**config.mk**
```make
export PLATFORM = sky130hd
export DESIGN_NAME = wb_arbiter
export DESIGN_NICKNAME = d
export VERILOG_FILES = /design/src/rtl/wb_pkg.sv /design/src/rtl/wb_fifo.sv /design/src/rtl/wb_arbiter.sv
export SDC_FILE = /design/constraint.sdc
export NUM_CORES = 1
export LEC_CHECK = 0
export CAP_MARGIN = 20
export CORE_ASPECT_RATIO = 0.8
export CORE_MARGIN = 4
export CORE_UTILIZATION = 52
export CTS_CLUSTER_DIAMETER = 50
export DETAILED_ROUTE_END_ITERATION = 8
export HOLD_SLACK_MARGIN = 0.06
export PLACE_DENSITY = 0.85
export SYNTH_ARGS = -nofsm -noshare
export SYNTH_HDL_FRONTEND = slang
export SYNTH_SLANG_ARGS = --single-unit
```
**constraint.sdc**
```tcl
create_clock -name clk -period 2.5 [get_ports clk]
set_input_delay 0.25 -clock clk [delete_from_list [all_inputs] [get_ports clk]]
set_output_delay 0.25 -clock clk [all_outputs]
set_load 0.02 [all_outputs]
```
**src/rtl/wb_pkg.sv**
```systemverilog
// Shared types and constants for the writeback arbiter slice.
// Holds the register/data types and the request bundle stored in the FIFO.
package wb_pkg;

    typedef logic [4:0]  regf_t;
    typedef logic [31:0] data_t;

    typedef struct packed {
        regf_t regf;
        data_t data;
    } wb_req_t;

    localparam regf_t REG_ZERO = 5'd0;

endpackage

```
**src/rtl/wb_fifo.sv**
```systemverilog
// Synchronous FIFO of wb_req_t used to buffer long-latency results.
// Ports: push/din in, full out, pop in, empty out, head out; async active-low reset.
import wb_pkg::*;

module wb_fifo #(
    parameter int DEPTH = 4
) (
    input  logic    clk,
    input  logic    rst_n,
    input  logic    push,
    input  wb_req_t din,
    output logic    full,
    input  logic    pop,
    output logic    empty,
    output wb_req_t head
);

    localparam int AW = $clog2(DEPTH);

    // Extra MSB is the wrap bit separating full from empty.
    logic [AW:0]   r_wr;
    logic [AW:0]   r_rd;
    wb_req_t       r_mem [DEPTH];
    logic          w_push;
    logic          w_pop;

    assign empty  = (r_wr == r_rd);
    assign full   = (r_wr[AW] != r_rd[AW]) &&
                    (r_wr[AW-1:0] == r_rd[AW-1:0]);
    assign w_push = push && !full;
    assign w_pop  = pop && !empty;
    assign head   = r_mem[r_rd[AW-1:0]];

    always_ff @(posedge clk or negedge rst_n) begin
        if (!rst_n) begin
            r_wr <= '0;
            r_rd <= '0;
        end else begin
            if (w_push)
                r_wr <= r_wr + 1'b1;
            if (w_pop)
                r_rd <= r_rd + 1'b1;
        end
    end

    always_ff @(posedge clk) begin
        if (w_push)
            r_mem[r_wr[AW-1:0]] <= din;
    end

endmodule

```
**src/rtl/wb_arbiter.sv**
```systemverilog
// Writeback arbiter: merges pipeline and long-latency results into one GPR write.
// Ports: pipe_*, lng_*, iss_* in; busy, stall_req, rd_regf, rd_data out; rst async active-low.
// Optional WB_BYPASS_EN adds rs/rt read-port forwarding from the rd register.
import wb_pkg::*;

module wb_arbiter #(
    parameter int FIFO_DEPTH = 4,
    parameter int STARVE_MAX = 8
) (
    input  logic        clk,
    input  logic        rst,
    input  logic        pipe_valid,
    input  regf_t       pipe_regf,
    input  data_t       pipe_data,
    input  logic        lng_valid,
    output logic        lng_ready,
    input  regf_t       lng_regf,
    input  data_t       lng_data,
    input  logic        iss_valid,
    input  regf_t       iss_regf,
    output logic [31:0] busy,
`ifdef WB_BYPASS_EN
    input  regf_t       rs_regf,
    input  regf_t       rt_regf,
    input  data_t       gpr_rs_data,
    input  data_t       gpr_rt_data,
    output data_t       rs_data,
    output data_t       rt_data,
`endif
    output logic        stall_req,
    output regf_t       rd_regf,
    output data_t       rd_data
);

    localparam int CW = $clog2(STARVE_MAX + 1);

    regf_t       r_rd_regf;
    data_t       r_rd_data;
    logic        r_rd_fifo;
    logic [31:0] r_busy;
    logic [CW-1:0] r_cnt;
    logic        r_stall;

    logic        w_full;
    logic        w_empty;
    wb_req_t     w_head;
    wb_req_t     w_din;
    logic        w_push;
    logic        w_pop;
    logic        w_pipe_wr;
    logic        w_clr_en;
    logic [31:0] w_busy_nxt;
    logic [CW-1:0] w_cnt_nxt;

    assign lng_ready = !w_full;
    assign w_pipe_wr = pipe_valid && (pipe_regf != REG_ZERO);
    // Zero-destination results complete the handshake but are dropped.
    assign w_push    = lng_valid && lng_ready && (lng_regf != REG_ZERO);
    assign w_pop     = !w_pipe_wr && !w_empty;
    assign w_din     = '{regf: lng_regf, data: lng_data};

    wb_fifo #(
        .DEPTH (FIFO_DEPTH)
    ) u_fifo (
        .clk   (clk),
        .rst_n (rst),
        .push  (w_push),
        .din   (w_din),
        .full  (w_full),
        .pop   (w_pop),
        .empty (w_empty),
        .head  (w_head)
    );

    // A FIFO-sourced write sitting in rd commits this edge.
    assign w_clr_en = r_rd_fifo && (r_rd_regf != REG_ZERO);

    always_comb begin
        w_busy_nxt = r_busy;
        if (w_clr_en)
            w_busy_nxt[r_rd_regf] = 1'b0;
        if (iss_valid && (iss_regf != REG_ZERO))
            w_busy_nxt[iss_regf] = 1'b1;
        w_busy_nxt[0] = 1'b0;
    end

    always_comb begin
        w_cnt_nxt = r_cnt;
        if (w_empty || w_pop)
            w_cnt_nxt = '0;
        else if (r_cnt < CW'(STARVE_MAX))
            w_cnt_nxt = r_cnt + 1'b1;
    end

    always_ff @(posedge clk or negedge rst) begin
        if (!rst) begin
            r_rd_regf <= REG_ZERO;
            r_rd_data <= '0;
            r_rd_fifo <= 1'b0;
            r_busy    <= '0;
            r_cnt     <= '0;
            r_stall   <= 1'b0;
        end else begin
            unique case (1'b1)
                w_pipe_wr: begin
                    r_rd_regf <= pipe_regf;
                    r_rd_data <= pipe_data;
                    r_rd_fifo <= 1'b0;
                end
                w_pop: begin
                    r_rd_regf <= w_head.regf;
                    r_rd_data <= w_head.data;
                    r_rd_fifo <= 1'b1;
                end
                default: begin
                    r_rd_regf <= REG_ZERO;
                    r_rd_data <= '0;
                    r_rd_fifo <= 1'b0;
                end
            endcase
            r_busy  <= w_busy_nxt;
            r_cnt   <= w_cnt_nxt;
            r_stall <= (w_cnt_nxt >= CW'(STARVE_MAX));
        end
    end

    assign busy      = r_busy;
    assign stall_req = r_stall;
    assign rd_regf   = r_rd_regf;
    assign rd_data   = r_rd_data;

`ifdef WB_BYPASS_EN
    assign rs_data = (rs_regf == r_rd_regf && r_rd_regf != REG_ZERO) ?
                     r_rd_data : gpr_rs_data;
    assign rt_data = (rt_regf == r_rd_regf && r_rd_regf != REG_ZERO) ?
                     r_rd_data : gpr_rt_data;
`endif

`ifndef SYNTHESIS
    // Re-issue is only legal when the old write commits on this same edge.
    always @(posedge clk) begin
        if (rst && iss_valid && (iss_regf != REG_ZERO))
            assert (!r_busy[iss_regf] ||
                    (w_clr_en && r_rd_regf == iss_regf))
            else $error("wb_arbiter: issue to busy register %0d", iss_regf);
    end
`endif

endmodule

```
* Word level (Yosys, flattened, before mapping)
Memories as Yosys holds them, arrays and structs flattened.
Cells that the tools add are included.
W data, S select, Z words.
** Word-level totals
- Bits of input ports :: 84
- Memories :: 1
- Register bits after elaboration :: 80
- Bits in read-only memories :: 0
- Logic and storage cells :: 56
- Bits in latches :: 0
- Memory bits (writable) :: 148
** Memory list
- u_fifo.r_mem :: words 4, bits a word 37, read ports 1, clocked after Yosys merged registers in 0, write ports 1, line wb_fifo.sv:23 : wb_req_t r_mem [DEPTH];
** Cells by class
- Muxes and demuxes :: 13
- Reduce and logical (&&, ||, !) cells :: 19
- Div/mod/pow operators :: 0
- Shifts and indexed selects :: 0
- Multiply operators :: 0
- Bitwise gates (word level) :: 3
- Add/subtract/negate cells :: 3
- Eq/ne operators :: 3
- Magnitude comparators :: 6
** Operators by type and width (number)
- $mux W32 :: 2
- $pmux W32 S2 :: 1
- $and A32 B32 Y32 :: 1
- $not A32 Y32 :: 1
- $or A32 B32 Y32 :: 1
- $reduce_bool A5 Y1 :: 4
- $lt A5 B6 Y1 const B :: 2
- $logic_and A1 B1 Y1 :: 11
- $demux W1 S5 :: 2
- $ge A5 B1 Y1 const B :: 2
- $pmux W5 S2 :: 1
- $mux W4 :: 2
- $add A3 B1 Y3 const B :: 2
- $mux W1 :: 5
- $add A4 B1 Y4 const B :: 1
- $ge A4 B4 Y1 const B :: 1
- $lt A4 B4 Y1 const B :: 1
- $eq A3 B3 Y1 :: 1
- $logic_not A1 Y1 :: 3
- $eq A2 B2 Y1 :: 1
- $logic_or A1 B1 Y1 :: 1
- $ne A1 B1 Y1 :: 1

* Logic depth before layout (Yosys ltp)
Gate-level depths: netlist of run 1.
- Depth in word-level cells :: 9
- Gate-level depth with buffers :: 7
- Depth with buffers taken out :: 4

* Modules after synthesis
Synthesis of run 1 repeated with hierarchy kept, for this count alone.
** Second synthesis, totals
- Cell total of the unflattened synthesis :: 545
- Area total of the unflattened synthesis :: 9186.3 sq um
** By module, submodules not included
- wb_fifo :: times used 1, cells each 243, sequential area each 4594.4 sq um, area an instance 5836.8 sq um
- wb_arbiter :: times used 1, cells each 302, sequential area each 1826.8 sq um, area an instance 3349.5 sq um

* Worst setup path before layout of run 1
Ideal clock, no wire load.
- Kind :: register to register
- From :: reg u_fifo.r_wr[0]
- To :: mem u_fifo.r_mem[0][0] (netlist bit), enable pin
- Buffers on the path :: 0
- Data required time :: 2.102 ns
- Data arrival time :: 2.011 ns
- Period minus slack after synthesis :: 2.409 ns
- Setup slack :: 0.091 ns
- Cell stages (with the launch flop) :: 5
- Cells stage by stage :: dfrtp_1 xnor2_1 nand3_1 o311a_1 and2_1
** Between the ends
- Cells in the longest elaborated chain, start to end :: 8
** Ends and longest elaborated chain
- from (decl) :: line wb_fifo.sv:21 : logic [AW:0] r_wr;
- from (signal assigned) :: line wb_fifo.sv:40 : r_wr <= r_wr + 1'b1;
- $eq A2 B2 Y1 * :: line wb_fifo.sv:29 : (r_wr[AW-1:0] == r_rd[AW-1:0]);
- $logic_and A1 B1 Y1 * :: line wb_fifo.sv:28 : assign full = (r_wr[AW] != r_rd[AW]) &&
- $logic_not A1 Y1 * :: line wb_arbiter.sv:55 : assign lng_ready = !w_full;
- via lng_ready :: line wb_arbiter.sv:16 : output logic lng_ready,
- $logic_and A1 B1 Y1 (2 in series) :: line wb_arbiter.sv:58 : assign w_push = lng_valid && lng_ready && (lng_regf != REG_ZERO);
- $logic_and A1 B1 Y1 * :: line wb_fifo.sv:30 : assign w_push = push && !full;
- $mux W1 * :: line wb_fifo.sv:47 : if (w_push)
- $mux W1 (not written as such) * :: line wb_fifo.sv:48 : r_mem[r_wr[AW-1:0]] <= din;
- to (decl) :: line wb_fifo.sv:23
The timed path passes the listed nets; every way through them passes the cells marked *.

* Final worst setup path of run 1
- From :: reg u_fifo.r_wr[1]
- To :: out lng_ready
** Between the ends
- Cells in the longest elaborated chain, start to end :: 3
** Ends and longest elaborated chain (line)
- $eq A2 B2 Y1 :: wb_fifo.sv:29
- $logic_and A1 B1 Y1 :: wb_fifo.sv:28
- $logic_not A1 Y1 :: wb_arbiter.sv:55
- to (decl) :: wb_arbiter.sv:16
No other way between the ends.

==> impl_metrics.json, run 1 <==
{
  "h-tree-depth": 1,
  "die_h_um": 123,
  "maxSlewHeadroom_pct": 51.8,
  "top_layer_used": "met5",
  "clk_path_buf_depth": 3,
  "final_util_pct": 69.7,
  "end_kind": "output pin",
  "fp.dieW_um": 151,
  "finalCritPeriodShare_pct": 91.7,
  "grt_usage_pct": 21.0,
  "setup_viol": 0,
  "pwr-share-clk_pct": 24.3,
  "critPathLaunchType": "flop",
  "drc": 0,
  "clk_pin_slew_ns": 0.06,
  "grt_max_degree": 57,
  "drtAntennaViolNets": 0,
  "m1WireLength_um": 7160,
  "maxCapViolCount": 0,
  "p_seq_share_pct": 41.7,
  "final_common_cell": "clkdlybuf4s50_1",
  "critPathMaxStageDelay_ns": 0.63,
  "cp.required_ns": 2.25,
  "root_buffer": "clkbuf_16",
  "combPwrFrac_pct": 34.0,
  "cp.arrival_ns": 2.04,
  "clk_latency_ns": 0.50,
  "cpMaxStageDelayCell": "clkdlybuf4s50_1",
  "viasPerCell": 5.75,
  "hold_viol_final": 0,
  "critPathLaunch": "u_fifo.r_wr[1]",
  "crit_chain": "xnor2_1 > nand3_1 > clkdlybuf4s50_1",
  "dp.final_hpwl_um": 12700,
  "synth_nets": 547,
  "leakage_uw": 0.00400,
  "syn-instance-count": 457,
  "route.met3.wl_um": 1580,
  "rsz0062_at_grt": "no",
  "synthFlopType": "edfxtp_1",
  "path_class": "flop to output pin",
  "start_util_pct": 53.5,
  "yosysWarningCount": 0,
  "power_switching_uw": 4320,
  "status": "finished clean",
  "coreArea_sq_um": 16000,
  "cts_buffers": 23,
  "rows": 41,
  "fillers": 969,
  "synth_edf_count": 148,
  "critPathMaxFanout": 5,
  "period_needed_ns": 2.29,
  "crit_family": "buffers and inverters",
  "grt_pass1_vias": 5248,
  "cts_tree": "done",
  "grt_pass1_wl_um": 29400,
  "post_cts_buffers": 0,
  "clock-sinks": 228,
  "diodes": 0,
  "crit_buf_inv": 1,
  "gp_congestion": 0.912,
  "synth.distinct_cells": 37,
  "p_int_uw": 9350,
  "tightest_slew_ns": 0.723,
  "nets": 724,
  "drt_iter0_drc": 349,
  "ys_seq_area_share_pct": 75.5,
  "dr.pass1.iters": 5,
  "num_vias": 4983,
  "die-area_sq_um": 18500,
  "setup_tns_ns": 0,
  "switching_share_pct": 31.6,
  "final_cell_mix": "clkdlybuf4s50_1 (152), edfxtp_1 (148), dfrtp_1 (78), o21ai_0 (63), mux4_2 (37)",
  "p_per_area_nw_per_um2": 1230,
  "finClkSkew_ns": 0.0144,
  "wl_um": 18900,
  "synthesis.area_sq_um": 8540,
  "drv_slew": 0,
  "worst-path-stages": 3,
  "max_freq_mhz": 436,
  "port_buffers": 153,
  "ir_drop_uv": 909,
  "wire_per_inst_um": 21.8,
  "grt_antenna_before_repair": 2,
  "syn_to_final_growth_pct": 30.3,
  "gr-total-overflow": 0,
  "io_pins": 155,
  "drive_above_1_share_pct": 16.0,
  "wl_met2_um": 9640,
  "ys_ff_latch": 228,
  "synth_area_per_cell_sq_um": 18.7,
  "postSynth.asyncResetShare_pct": 35.1,
  "min_path_type": "input pin to asynchronous set/reset pin",
  "timing.rr.start": "u_fifo.r_wr[1]",
  "worst-r2r-cell-count": 5
}
[cell type report]
type	instances	area (sq um)	share of cell area [%]
timing repair buffer	170	1670	15.0
clock inverter	17	161	1.45
tap	215	269	2.42
multi-input combinational	209	1980	17.8
inverter	2	7.51	0.0675
clock buffer	25	583	5.24
sequential	228	6450	58.0
[what timing repair did]
action                                 CTS  global route
resized for setup                        0             0
endpoints found under the hold margin   54             0
hold buffers                             1             0
[Yosys cell counts (all sizes together), types with 2 or more instances]
cell type / number / share of area [%]
edfxtp: 148 / 52
dfrtp: 80 / 23
o21ai: 63 / 3.7
mux4: 37 / 9.8
a22o: 36 / 3.7
buf: 14 / 1.1
nand3: 9 / 0.53
nor2: 9 / 0.48
ha: 6 / 0.88
nand2: 6 / 0.26
nand3b: 6 / 0.53
xnor2: 5 / 0.51
and2: 4 / 0.29
clkbuf: 4 / 0.18
nor2b: 4 / 0.29
xor2: 4 / 0.41
inv: 2 / 0.088
mux2: 2 / 0.26
nand2b: 2 / 0.15
o311a: 2 / 0.23
or3: 2 / 0.15
or3b: 2 / 0.21
[state kept, by name, summed over array words and instances, names as in the netlist]
signal	cells
rd_data	32
r_cnt	4
rd_regf	5
busy	31
u_fifo.r_rd	3
r_rd_fifo	1
stall_req	1
u_fifo.r_wr	3
u_fifo.r_mem	148
[logic make-up after synthesis]
| logic type | share of synthesized area [%] |
|---|---|
| buf+inv | 1.33 |
| xor+xnor | 0.923 |
| simple gates | 3.22 |
| other cells | 0.0439 |
| mux | 10.1 |
| flops | 75.5 |
| compound gates | 7.93 |
| fa+ha+maj | 0.879 |
[worst reg2reg max path, stage by stage (launching register included)]
cell     delay, ns
dfrtp_1       0.47
xnor2_1       0.19
nand3_1       0.16
o311a_1       0.29
and2_2        0.19
buf_4         0.30
[through the flow]
step	setup slack (ns)	cells	area (sq um)	total power, uW	hold WS, ns
2_1_floorplan	0.0913	457	8540	8350	-0.0456
3_3_place_gp	0.233	823	10400	10200	0.331
3_5_place_dp	0.201	823	10400	10400	0.348
4_1_cts	0.210	866	11100	13800	0.336
5_1_grt	0.110	866	11100	14400	0.336
6_report	0.209	866	11100	13700	0.348
[layer usage]
metal | track usage, % | vias to the layer above
met5 | 0 | -
met3 | 4.61 | 39
met4 | 5.27 | 4
met2 | 35.8 | 268
met1 | 27.7 | 2502
li1 | - | 2170
[power by group through the flow]
stage | clock network, uW | logic, uW | registers (uW)
final | 3330 | 4640 | 5710
after global routing | 3580 | 4990 | 5810
after CTS | 3390 | 4710 | 5710
after detailed placement | 0 | 4670 | 5760
after global placement | 0 | 4520 | 5680
after floorplan | 0 | 2070 | 6280
[final timing paths]
path / slack [ns] / end
min reg2reg: 0.51 / u_fifo.r_wr[2]
max in group asynchronous: 1.45 / rd_data[24]
max reg2reg: 0.57 / u_fifo.r_mem[1][33]
min: 0.35 / busy[29]
min in group clk: 0.35 / rd_data[6]
max: 0.21 / lng_ready
No activity file was read; power rests on OpenSTA's default activity.
==> run 2, diff against run 1 <==
--- a/config.mk
+++ b/config.mk
@@ -8,11 +8,12 @@
 export CAP_MARGIN = 20
 export CORE_ASPECT_RATIO = 0.8
 export CORE_MARGIN = 4
-export CORE_UTILIZATION = 52
+export CORE_UTILIZATION = 53
 export CTS_CLUSTER_DIAMETER = 50
 export DETAILED_ROUTE_END_ITERATION = 8
 export HOLD_SLACK_MARGIN = 0.06
-export PLACE_DENSITY = 0.85
+export PLACE_DENSITY = 0.86
 export SYNTH_ARGS = -nofsm -noshare
 export SYNTH_HDL_FRONTEND = slang
+export SYNTH_HIERARCHICAL = 1
 export SYNTH_SLANG_ARGS = --single-unit
==> run 2 against run 1 <==
Net effect: flip-flop and latch count decreased by 1; critical path depth increased by 4; largest power group is now combinational cells; largest cell class unchanged; highest routed layer is now met4; routed wire length increased by 19%.
==> impl_metrics.json, run 2 <==
{
  "setup_viol": 0,
  "synthFlopType": "edfxtp_1",
  "power.total_uw": 15000,
  "postSynth.asyncResetShare_pct": 34.8,
  "root_buffer": "clkbuf_16",
  "max_freq_mhz": 411,
  "wl_um": 22500,
  "synth.distinct_cells": 44,
  "endpoint": "u_fifo/r_rd[1]",
  "critPathLaunch": "u_fifo/r_rd[1]",
  "cts_tree": "done",
  "cts_buffers": 23,
  "worst-r2r-cell-count": 7,
  "yosysTopAreaCell": "edfxtp_1",
  "grt_pass1_wl_um": 34600,
  "grt_pass1_vias": 6144,
  "rrSetupSlack_ns": 0.07,
  "drt_iter0_drc": 415,
  "final_common_cell": "clkdlybuf4s50_1",
  "clk_path_buf_depth": 3,
  "yosysWarningCount": 6,
  "grt_usage_pct": 22.8,
  "start_util_pct": 54.8,
  "pre_cts_slack_ns": -0.134,
  "clk_pin_slew_ns": 0.06,
  "cp.arrival_ns": 2.81,
  "period_needed_ns": 2.43,
  "post_cts_buffers": 0,
  "port_buffers": 153,
  "synthesis.area_sq_um": 9190,
  "ir_drop_uv": 795,
  "num_vias": 5729,
  "h-tree-depth": 1,
  "synth.most_common_cell": "edfxtp_1",
  "critPathMaxFanout": 42,
  "io_pins": 155,
  "viasPerCell": 5.96,
  "end_kind": "flop",
  "synthTopCellsByCount": "edfxtp_1 (148), dfrtp_1 (79), o21ai_0 (62)",
  "grt_max_degree": 80,
  "drive_above_1_share_pct": 20.1,
  "wire_per_inst_um": 23.4,
  "ys_ff_latch": 227,
  "critPathLaunchType": "flop",
  "reg2reg_to": "u_fifo/r_rd[1]",
  "drc": 0,
  "dr.pass1.iters": 5,
  "syn-instance-count": 545,
  "coreArea_sq_um": 16800,
  "synth_nets": 635,
  "diodes": 0,
  "finalCritPeriodShare_pct": 97.4,
  "drtAntennaViolNets": 0,
  "gp_congestion": 0.902,
  "synth_area_per_cell_sq_um": 16.9,
  "min_path_type": "input pin to flop",
  "synth_edf_count": 148,
  "drv_slew": 0,
  "clk_latency_ns": 0.50,
  "hold_viol_final": 0,
  "final_cell_mix": "clkdlybuf4s50_1 (151), edfxtp_1 (148), dfrtp_1 (76), o21ai_0 (62), nand2_1 (39)",
  "clock-sinks": 227,
  "rsz0062_at_grt": "no",
  "maxCapViolCount": 0,
  "nets": 816,
  "finClkSkew_ns": 0.0107,
  "fp.dieW_um": 155,
  "maxSlewHeadroom_pct": 55.6,
  "path_class": "flop to flop",
  "synthTopCellsByArea": "edfxtp_1 (48%), dfrtp_1 (22%), mux4_2 (9.1%)",
  "rows": 42,
  "dp.final_hpwl_um": 14400,
  "die-area_sq_um": 19500,
  "p_per_area_nw_per_um2": 1250,
  "netlist.area_leader.share_pct": 48.4,
  "gr-total-overflow": 0,
  "status": "finished clean",
  "cp.required_ns": 2.88,
  "leakage_uw": 0.00430,
  "syn_to_final_growth_pct": 30.0,
  "timing.rr.start": "u_fifo/r_rd[1]",
  "ys_seq_area_share_pct": 69.9,
  "grt_antenna_before_repair": 0,
  "die_h_um": 126,
  "tightest_slew_ns": 0.666,
  "worst_slack_ns": 0.0657,
  "largest_register_ffs": 148
}
[run 2: cell count changes after synthesis, sizes merged, moves of 3 or more]
cell	previous run	this run
nor3	0	6
o31ai	0	5
clkbuf	4	12
a21oi	1	4
a22o	36	0
nand2	6	39
and2	4	0
a32o	0	5
o32ai	0	32
nor2	9	3
and3	0	3
inv	2	38
[run 2: how the worst min path moves through the flow]
| stage | start | endpoint | slack [ns] | cells after the start |
|---|---|---|---|---|
| floorplan | rst | busy[10] | -0.05 | 0 |
| global placement | rst | rd_data[25] | 0.45 | 1 |
| detailed placement | rst | r_cnt[0] | 0.48 | 1 |
| CTS | pipe_valid | rd_data[22] | 0.13 | 3 |
| global route | pipe_valid | rd_data[22] | 0.16 | 3 |
| finish | pipe_valid | rd_data[22] | 0.14 | 3 |
[run 2: logic make-up after synthesis]
group / after synthesis / synth area share [%]
buf+inv: 64 / 3.45
compound gates: 117 / 10.8
other cells: 1 / 0.0408
mux: 38 / 9.18
simple gates: 81 / 4.44
flops: 227 / 69.9
fa+ha+maj: 6 / 0.817
xor+xnor: 11 / 1.33
[run 2: cell type report]
cell class                 count  area (sq um)
clock inverter                 8           118
tap                          220           275
inverter                      38           143
clock buffer                  33           674
fill                         993          4830
multi-input combinational    255          2500
timing repair buffer         181          1800
sequential                   227          6420
[run 2: what timing repair did]
action	CTS	global route
gates cloned	1	0
setup endpoints to repair	15	12
gates resized for setup	0	2
hold buffers	1	0
hold endpoints to repair	79	0
[run 2: metrics by stage]
step	utilization [%]	std cells	hold slack [ns]	setup TNS [ns]	area [sq um]
2_1_floorplan	-	545	-0.0456	0	9210
3_3_place_gp	66.2	918	0.450	-0.186	11100
3_5_place_dp	66.2	918	0.481	-2.01	11100
4_1_cts	71.0	961	0.129	0	11900
5_1_grt	71.2	962	0.156	0	11900
6_report	71.2	962	0.140	0	11900
[run 2: critical path, cell delays in order, from the launching register on]
cell	delay, ns
dfrtp_2	0.38
buf_4	0.51
xor2_1	0.48
nor3_2	0.14
nor2_1	0.36
nand2b_1	0.17
a21oi_1	0.20
a211oi_1	0.07
[run 2: report_power, final]
part           total (uW)  switching (uW)  internal [uW]  leakage [uW]
logic                5760            3170           2590       0.00165
clock network        3530            1350           2180      0.000382
registers            5690             494           5200       0.00227
total               15000            5010           9970       0.00430
[run 2: metal layers]
| metal | part of all wire (%) | GRT usage (%) | vias up |
|---|---|---|---|
| li1 | - | - | 2468 |
| met5 | 0 | 0 | - |
| met4 | 4.2 | 8.59 | 0 |
| met3 | 7.1 | 4.32 | 68 |
| met1 | 39 | 30.0 | 2891 |
| met2 | 50 | 38.4 | 302 |
==> run 3, diff against run 2 <==
--- a/config.mk
+++ b/config.mk
@@ -5,6 +5,8 @@
 export SDC_FILE = /design/constraint.sdc
 export NUM_CORES = 1
 export LEC_CHECK = 0
+export ABC_AREA = 0
+export ABC_CLOCK_PERIOD_IN_PS = 2500
 export CAP_MARGIN = 20
 export CORE_ASPECT_RATIO = 0.8
 export CORE_MARGIN = 4
==> results of run 3 <==
Same layout as run 2: the final DEF is identical, and so are final timing and power.
